## config.mk

```make
export PLATFORM = sky130hd
export DESIGN_NAME = interrupt_sequencer
export DESIGN_NICKNAME = d
export VERILOG_FILES = /design/src/rtl/interrupt_pkg.sv /design/src/rtl/nmi_edge_latch.sv /design/src/rtl/interrupt_sequencer.sv
export SDC_FILE = /design/constraint.sdc
export NUM_CORES = 1
export LEC_CHECK = 0
export ABC_AREA = 1
export CAP_MARGIN = 25
export CORE_MARGIN = 2
export CORE_UTILIZATION = 54
export DETAILED_ROUTE_END_ITERATION = 10
export DONT_BUFFER_PORTS = 1
export PLACE_DENSITY = 0.72
export SETUP_SLACK_MARGIN = 0.02
export SYNTH_ARGS = -nofsm -noshare
export SYNTH_HDL_FRONTEND = slang
export SYNTH_HIERARCHICAL = 1
export SYNTH_SLANG_ARGS = --single-unit
export TNS_END_PERCENT = 1
```

## constraint.sdc

```tcl
create_clock -name clk -period 1.45 [get_ports clk]
set_input_delay 0.2175 -clock clk [delete_from_list [all_inputs] [get_ports clk]]
set_output_delay 0.2175 -clock clk [all_outputs]
set_load 0.02 [all_outputs]
```

## src/rtl/interrupt_pkg.sv

```systemverilog
// Shared types and constants for the interrupt sequencer: sequence states,
// interrupt causes and the low-byte vector addresses of each cause.
package interrupt_pkg;

    typedef enum logic [2:0] {
        ST_IDLE,
        ST_PUSH_PCH,
        ST_PUSH_PCL,
        ST_PUSH_PSR,
        ST_FETCH_LO,
        ST_FETCH_HI
    } seq_state_e;

    typedef enum logic [2:0] {
        CAUSE_NONE,
        CAUSE_RESET,
        CAUSE_NMI,
        CAUSE_BRK,
        CAUSE_IRQ
    } cause_e;

    localparam logic [7:0] VEC_NMI   = 8'hFA;
    localparam logic [7:0] VEC_RESET = 8'hFC;
    localparam logic [7:0] VEC_IRQ   = 8'hFE;

    localparam logic [1:0] PUSH_NONE = 2'd0;
    localparam logic [1:0] PUSH_PCH  = 2'd1;
    localparam logic [1:0] PUSH_PCL  = 2'd2;
    localparam logic [1:0] PUSH_PSR  = 2'd3;

    // BRK shares the IRQ vector; the B bit is what tells them apart.
    function automatic logic [7:0] vector_lo(cause_e cause);
        case (cause)
            CAUSE_NMI:   return VEC_NMI;
            CAUSE_RESET: return VEC_RESET;
            default:     return VEC_IRQ;
        endcase
    endfunction

endpackage

```

## src/rtl/nmi_edge_latch.sv

```systemverilog
// Detects a rising edge on the NMI line and holds it pending until the
// sequencer consumes it.
module nmi_edge_latch (
    input  logic clk,
    input  logic rst,
    input  logic nmi,
    input  logic clear,
    output logic pending
);

    logic nmiPrev_q;
    logic pending_q;
    logic pending_d;
    logic nmiEdge;

    assign nmiEdge = nmi & ~nmiPrev_q;

    // A fresh edge wins over a simultaneous clear so a new NMI is never lost.
    always_comb begin
        pending_d = pending_q;
        if (clear) begin
            pending_d = 1'b0;
        end
        if (nmiEdge) begin
            pending_d = 1'b1;
        end
    end

    always_ff @(posedge clk) begin
        if (rst) begin
            nmiPrev_q <= 1'b0;
            pending_q <= 1'b0;
        end else begin
            nmiPrev_q <= nmi;
            pending_q <= pending_d;
        end
    end

    assign pending = pending_q;

endmodule

```

## src/rtl/interrupt_sequencer.sv

```systemverilog
// Interrupt entry sequencer: arbitrates RES/NMI/BRK/IRQ, pushes PC and PSR,
// then fetches the two-byte vector that matches the accepted cause.
module interrupt_sequencer #(
    parameter logic [7:0] VEC_ADH = 8'hFF
) (
    input  logic       clk,
    input  logic       rst,
    input  logic       res_req,
    input  logic       nmi,
    input  logic       irq,
    input  logic       brk_req,
    input  logic       irq_mask,
    input  logic       instr_boundary,
    output logic [1:0] push_src,
    output logic       stack_we,
    output logic       sp_dec,
    output logic [7:0] adl_vec,
    output logic [7:0] adh_vec,
    output logic       fetch_lo,
    output logic       fetch_hi,
    output logic       set_i,
    output logic       brk_flag,
    output logic       busy,
    output logic       done
);

    import interrupt_pkg::*;

    seq_state_e state_q, state_d;
    cause_e     cause_q, cause_d;
    logic       brk_q, brk_d;
    logic       nmiPending;
    logic       nmiClear;
    logic       inPush;
    logic       hijackable;

    assign inPush     = (state_q == ST_PUSH_PCH) || (state_q == ST_PUSH_PCL) ||
                        (state_q == ST_PUSH_PSR);
    assign hijackable = (cause_q == CAUSE_IRQ) || (cause_q == CAUSE_BRK);
    assign nmiClear   = (state_q == ST_FETCH_LO) && (cause_q == CAUSE_NMI);

    nmi_edge_latch u_nmi (
        .clk     (clk),
        .rst     (rst),
        .nmi     (nmi),
        .clear   (nmiClear),
        .pending (nmiPending)
    );

    always_ff @(posedge clk) begin
        if (rst) begin
            state_q <= ST_IDLE;
            cause_q <= CAUSE_NONE;
            brk_q   <= 1'b0;
        end else begin
            state_q <= state_d;
            cause_q <= cause_d;
            brk_q   <= brk_d;
        end
    end

    // brk_q remembers a BRK origin so the pushed B bit survives an NMI hijack.
    always_comb begin
        state_d = state_q;
        cause_d = cause_q;
        brk_d   = brk_q;
        if (state_q == ST_IDLE) begin
            if (res_req) begin
                state_d = ST_PUSH_PCH;
                cause_d = CAUSE_RESET;
                brk_d   = 1'b0;
            end else if (instr_boundary) begin
                if (nmiPending) begin
                    state_d = ST_PUSH_PCH;
                    cause_d = CAUSE_NMI;
                    brk_d   = 1'b0;
                end else if (brk_req) begin
                    state_d = ST_PUSH_PCH;
                    cause_d = CAUSE_BRK;
                    brk_d   = 1'b1;
                end else if (irq && !irq_mask) begin
                    state_d = ST_PUSH_PCH;
                    cause_d = CAUSE_IRQ;
                    brk_d   = 1'b0;
                end
            end
        end else if (res_req) begin
            state_d = ST_PUSH_PCH;
            cause_d = CAUSE_RESET;
            brk_d   = 1'b0;
        end else begin
            if (inPush && nmiPending && hijackable) begin
                cause_d = CAUSE_NMI;
            end
            case (state_q)
                ST_PUSH_PCH: state_d = ST_PUSH_PCL;
                ST_PUSH_PCL: state_d = ST_PUSH_PSR;
                ST_PUSH_PSR: state_d = ST_FETCH_LO;
                ST_FETCH_LO: state_d = ST_FETCH_HI;
                default:     state_d = ST_IDLE;
            endcase
        end
    end

    always_comb begin
        push_src = PUSH_NONE;
        stack_we = 1'b0;
        sp_dec   = 1'b0;
        adl_vec  = 8'h00;
        adh_vec  = 8'h00;
        fetch_lo = 1'b0;
        fetch_hi = 1'b0;
        set_i    = 1'b0;
        brk_flag = 1'b0;
        busy     = (state_q != ST_IDLE);
        done     = 1'b0;
        case (state_q)
            ST_PUSH_PCH: begin
                push_src = PUSH_PCH;
                sp_dec   = 1'b1;
                stack_we = (cause_q != CAUSE_RESET);
            end
            ST_PUSH_PCL: begin
                push_src = PUSH_PCL;
                sp_dec   = 1'b1;
                stack_we = (cause_q != CAUSE_RESET);
            end
            ST_PUSH_PSR: begin
                push_src = PUSH_PSR;
                sp_dec   = 1'b1;
                stack_we = (cause_q != CAUSE_RESET);
                brk_flag = brk_q;
            end
            ST_FETCH_LO: begin
                adl_vec  = vector_lo(cause_q);
                adh_vec  = VEC_ADH;
                fetch_lo = 1'b1;
                set_i    = 1'b1;
            end
            ST_FETCH_HI: begin
                adl_vec  = vector_lo(cause_q) + 8'd1;
                adh_vec  = VEC_ADH;
                fetch_hi = 1'b1;
                done     = 1'b1;
            end
            default: begin
            end
        endcase
    end

endmodule

```

=== Word-level counts from Yosys, hierarchy flattened ===
Cells that the tools add are included.

* Register bits after elaboration: 9
* Latch bits: 0
* RAM bits: 0
* ROM bits: 0
* Input port bits: 8
* Output and inout port bits: 26
* Logic and storage cells: 75
* Memories kept: 0

* $add $sub $neg: 1
* $mul: 0
* Div/mod/pow operators: 0
* Magnitude comparators: 0
* Eq/ne operators: 12
* Shift-type cells: 0
* Multiplexer cells: 35
* Bitwise operators: 2
* Reduce and logical (&&, ||, !) cells: 20

{| class="wikitable"
|+ Operators with widths
! operator !! count
|-
| $mux W3 || 15
|-
| $mux W8 || 2
|-
| $pmux W8 S2 || 1
|-
| $mux W1 || 14
|-
| $eq A3 B2 Y1 const B || 4
|-
| $pmux W3 S4 || 1
|-
| $eq A3 B3 Y1 const B || 3
|-
| $add A8 B1 Y8 const B || 1
|-
| $eq A3 B1 Y1 const B || 2
|-
| $pmux W2 S3 || 1
|-
| $pmux W3 S2 || 1
|-
| $reduce_and A3 Y1 || 2
|-
| $reduce_bool A2 Y1 || 3
|-
| $reduce_bool A3 Y1 || 2
|-
| $ne A5 B3 Y1 const B || 1
|-
| $logic_and A1 B1 Y1 || 4
|-
| $reduce_bool A4 Y1 || 1
|-
| $logic_not A3 Y1 || 1
|-
| $logic_or A1 B1 Y1 || 3
|-
| $ne A3 B1 Y1 const B || 1
|-
| $ne A3 B3 Y1 const B || 1
|-
| $reduce_or A3 Y1 || 1
|-
| $reduce_and A2 Y1 || 1
|-
| $reduce_or A2 Y1 || 1
|-
| other kinds (3) || 3
|}

=== Longest topological paths before layout ===
* Word-level depth: 8
* Gate-level depth with buffers: 9
* Depth with buffers taken out: 9

=== By module ===
The synthesis kept the hierarchy.

{| class="wikitable"
|+ By module, submodules not included
! module !! times used !! cells an instance !! area each (sq um) !! sequential area each (sq um)
|-
| interrupt_sequencer || 1 || 95 || 640.6 || 140.1
|-
| nmi_edge_latch || 1 || 10 || 77.6 || 40.0
|}

=== Worst setup path after synthesis ===
No wires, ideal clock.

* Path type: reg-to-output
* Start: register state_q[2]
* End: output adh_vec[1]
* Arrival: 1.602 ns
* Data required time: 1.233 ns
* Path slack: -0.370 ns
* Cell stages (with the launch flop): 6
* Path buffers: 1
* Cell sequence: dfxtp_1 inv_2 nor3_2 inv_2 nand2_1 buf_4

* Cells in the longest elaborated chain, start to end: 3
* Elaborated cells between the ends (all ways): 4
* Classes of those cells: eq/ne (2); mux (1); reduce/logical (1)

{| class="wikitable"
|+ RTL lines
! what !! RTL line !! RTL
|-
| start, declared || interrupt_sequencer.sv:29 || <nowiki>seq_state_e state_q, state_d;</nowiki>
|-
| start signal, assigned || interrupt_sequencer.sv:56 || <nowiki>state_q <= state_d;</nowiki>
|-
| $eq A3 B3 Y1 || interrupt_sequencer.sv:117 || <nowiki>case (state_q)</nowiki>
|-
| $reduce_or A2 Y1 (no source line) (*) || - ||
|-
| $mux W8 (*) || interrupt_sequencer.sv:117 ||
|-
| end, declared || interrupt_sequencer.sv:18 || <nowiki>output logic [7:0] adh_vec,</nowiki>
|}

Mark *: on every way between the ends. The rest lies on a longest branch, timed or not.

=== Final worst setup path ===
* Start: register state_q[0]
* End: output adh_vec[0]

The elaborated chain is that of the path after synthesis.

==> results.txt <==
The global routing usage summed across all routing layers is 18.2%. The final setup violation count is 15. The pin count of the biggest net entering global routing is 9. The detailed-route DRC error count came out at 0. The number of buffers added on ports came out at 0. For this run, the detailed router's first-pass iteration total came to 5.

The DRC violation total after the first TritonRoute iteration came out at 8. In this run the power density over the cells is 837 nW/um^2. In this run the number of H-tree levels came out at 1. The synthesized-area fraction occupied by xor and xnor cells came out at 0%. The final setup TNS is -872 ps. Once placement finished, the instance area stood at 734 sq um. The kind of start point of the critical path is a flip-flop.

The source-to-sink clock delay at the later pin of the worst-skew pair is 260 ps. The actual slew at the worst max-slew pin came out at 389 ps. Counting flops and latches in the post-synthesis netlist gives 9. After clock tree synthesis, the clock-pin slew on the worst setup and hold paths is 60 ps. The share of the synthesized area in compound gates (AO/OA/AOI/OAI) came out at 8.89%. The count of pins on the block boundary came out at 34.

The analysis attributes to cell leakage a power of 0.000371 uW. The area of the core is 1270 sq um. The clock period minus final worst setup slack came out at 1530 ps.

The total number of vias came out at 611. The post-DP HPWL is 1050 um. The worst relative slew slack came out at 74.0%. The gate count of the mapped netlist came out at 105. The number of warnings reported in the yosys synthesis log came out at 6. The combinational share of power came out at 30.6%. The post-route clock skew came out at 1.09 ps. The multiplexer area fraction after synthesis is 0%. At the worst endpoint, the arrival time is 1310 ps. The number of violations of the max-capacitance limit is 0. The worst slack at placement came out at 84.0 ps. The die covers 1640 sq um. A synthesized cell averages 6.84 sq um.

The master cell of the clock root buffer is clkbuf_4. The flow ran to the end, but the final reports show violations. The worst-case setup margin in the final layout is -80.7 ps. IR analysis of the VDD net gives a maximum drop of 0.495 mV. The final-layout worst hold slack came out at 14.5 ps. The floorplan row count came out at 13.

Clock tree synthesis inserted a total of 3 buffers. The TritonCTS sink count is 9. After synthesis, the netlist uses 24 different library cells. The max-slew violation count came out at 0. The last weighted congestion value of the routability-driven placer is 0.729.

The initial cell density of the core came out at 56.6%. The switching portion of total power came out at 35.4%. The residual antenna-violating net count after detailed routing came out at 0. The number of antenna violations at the first check in global routing came to 0.

The cell-internal power is 449 uW. Setup repair after global routing could not meet its margin everywhere. The largest driver fanout on the critical path is 8. The fraction of layout instances using a drive strength above 1 is 40.2%. The chip height came out at 40.5 um.

The sequential power share came out at 41.0%. The adder and majority cell fraction of the synthesized area came out at 0%. The post-layout instance area is 830 sq um. 0 antenna diodes ended up in the layout. Of the available clock period, the critical path in the final layout requires 106%. The required time of the critical path is 1230 ps.

Per report_power, the clock group accounts for 28.4% of the total. The detailed-route vias per instance is 5.01. The x dimension of the die came out at 40.5 um. The post-layout net count is 116. The fmax came out at 653 MHz.

The cell area that synthesis handed to floorplanning was 718 sq um. TritonCTS built the clock tree. The synthesized netlist net count is 113. The number of global-route vias before repair is 446. By area, the combinational part of the netlist is dominated by simple AND/OR/NAND/NOR gates. The proportion of synthesized chip area in sequential cells came out at 25.1%. The analysis attributes to net switching a power of 246 uW. STA classifies the critical path endpoint as an output port. The area added between synthesis and finish is 15.5%.

The average wire per cell in the routed design came out at 11.5 um. The longest clock path from root to sink contains 2 buffers. The filler cell count in the final layout came out at 123. The category of the most critical setup path is flip-flop to output port. The aggregate global routing overflow came out at 0.

The checks that failed: setup timing. The simple logic cell fraction of the synthesized area is 37.6%. The tightest min-delay check is of the input pin to flip-flop type. The final hold violation count is 0. The first global-routing pass estimated 1850 um of wire. For this block, the routed nets add up to 1400 um of wire.
[flip-flops by register name (all words and copies together) (netlist names)]
| register | cells |
|---|---|
| cause_q | 3 |
| state_q | 3 |
| brk_q | 1 |
| u_nmi/nmiPrev_q | 1 |
| u_nmi/pending | 1 |
[worst max-delay path: stages, from the launching register on]
cell	delay, ps
dfxtp_4	360
nor2_4	120
inv_2	50
nor2_4	150
inv_4	60
nand2_4	80
buf_12	220
[placed cells by master (no fill, tap or decap), types with 3 or more instances in the layout]
cell and n:
inv_1 13, nand2_1 13, nor2_1 12, buf_4 8, dfxtp_1 6, inv_2 4
nor2_2 4, nand3_1 4, inv_4 3, nor2_4 3, nand2_4 3, nor3_1 3
clkbuf_4 3, dfxtp_4 3
[stage by stage]
stage / power [uW] / utilization [%] / std cells
finish: 695 / 65.4 / 122
global route: 735 / 65.4 / 122
CTS: 688 / 61.2 / 119
detailed placement: 490 / 57.9 / 114
global placement: 488 / 57.9 / 114
floorplan: 456 / - / 105
[cell usage after synthesis]
cell      count  share of area, %
inv_1        13               6.8
o21ai_0       2               1.4
bufinv_8      1               2.4
nand4_1       1              0.87
dfxtp_1       9                25
nand2_2       1              0.87
a21oi_1       3               2.1
a211oi_1      2               2.1
nand3_2       2               2.8
nor2_1       12               6.3
nand3_1       4               2.8
nor3_2        1               1.4
nor2_4        3               4.7
o21a_1        1               1.0
inv_4         1              0.87
o311ai_1      1               1.2
nand2_4       2               3.1
buf_4        14                15
inv_2         6               3.1
o211ai_1      1               1.0
nor3_1        5               3.5
clkinv_1      1              0.52
nor2_2        4               3.5
nand2_1      15               7.8
[metal layers]
layer | wire [um] | track usage [%]
met3 | 103 | 3.33
met2 | 725 | 24.6
met5 | 0 | 0
met4 | 42 | 17.5
met1 | 526 | 23.6
[area by class of cell]
| class | instances | area, sq um | area share (%) |
|---|---|---|---|
| Clock buffer | 4 | 26.3 | 3.17 |
| Inverter | 22 | 104 | 12.5 |
| Multi-Input combinational cell | 60 | 364 | 43.9 |
| Sequential cell | 9 | 191 | 23.1 |
| Tap cell | 15 | 18.8 | 2.26 |
| Timing Repair Buffer | 12 | 125 | 15.1 |
[timing repair]
action	CTS	global route
endpoints found under the setup margin	21	18
gates resized for setup	5	8
hold buffers	0	1
pin swaps	1	3
endpoints found under the hold margin	0	2
setup buffers	1	2
[cell families (layout without fill, tap and decap cells)]
logic type / after synthesis / in the layout
buf+inv: 36 / 38
simple gates: 50 / 50
flops: 9 / 9
compound gates: 10 / 10
[power by group through the flow]
stage / Combinational (uW) / Clock (uW) / Sequential [uW]
6_report: 213 / 197 / 285
5_1_grt: 235 / 211 / 288
4_1_cts: 203 / 200 / 285
3_5_place_dp: 199 / 0 / 292
3_3_place_gp: 197 / 0 / 291
2_1_floorplan: 168 / 0 / 288
[path summary, 6_finish.rpt]
check                        from            end  slack (ps)  cells after the start
setup / recovery       state_q[0]     adh_vec[0]         -80                      6
hold / removal                rst     state_q[1]          10                      1
setup reg to reg       state_q[0]     cause_q[1]         120                      9
hold reg to reg   u_nmi/nmiPrev_q  u_nmi/pending         480                      3
(Power assumes the default switching activity.)
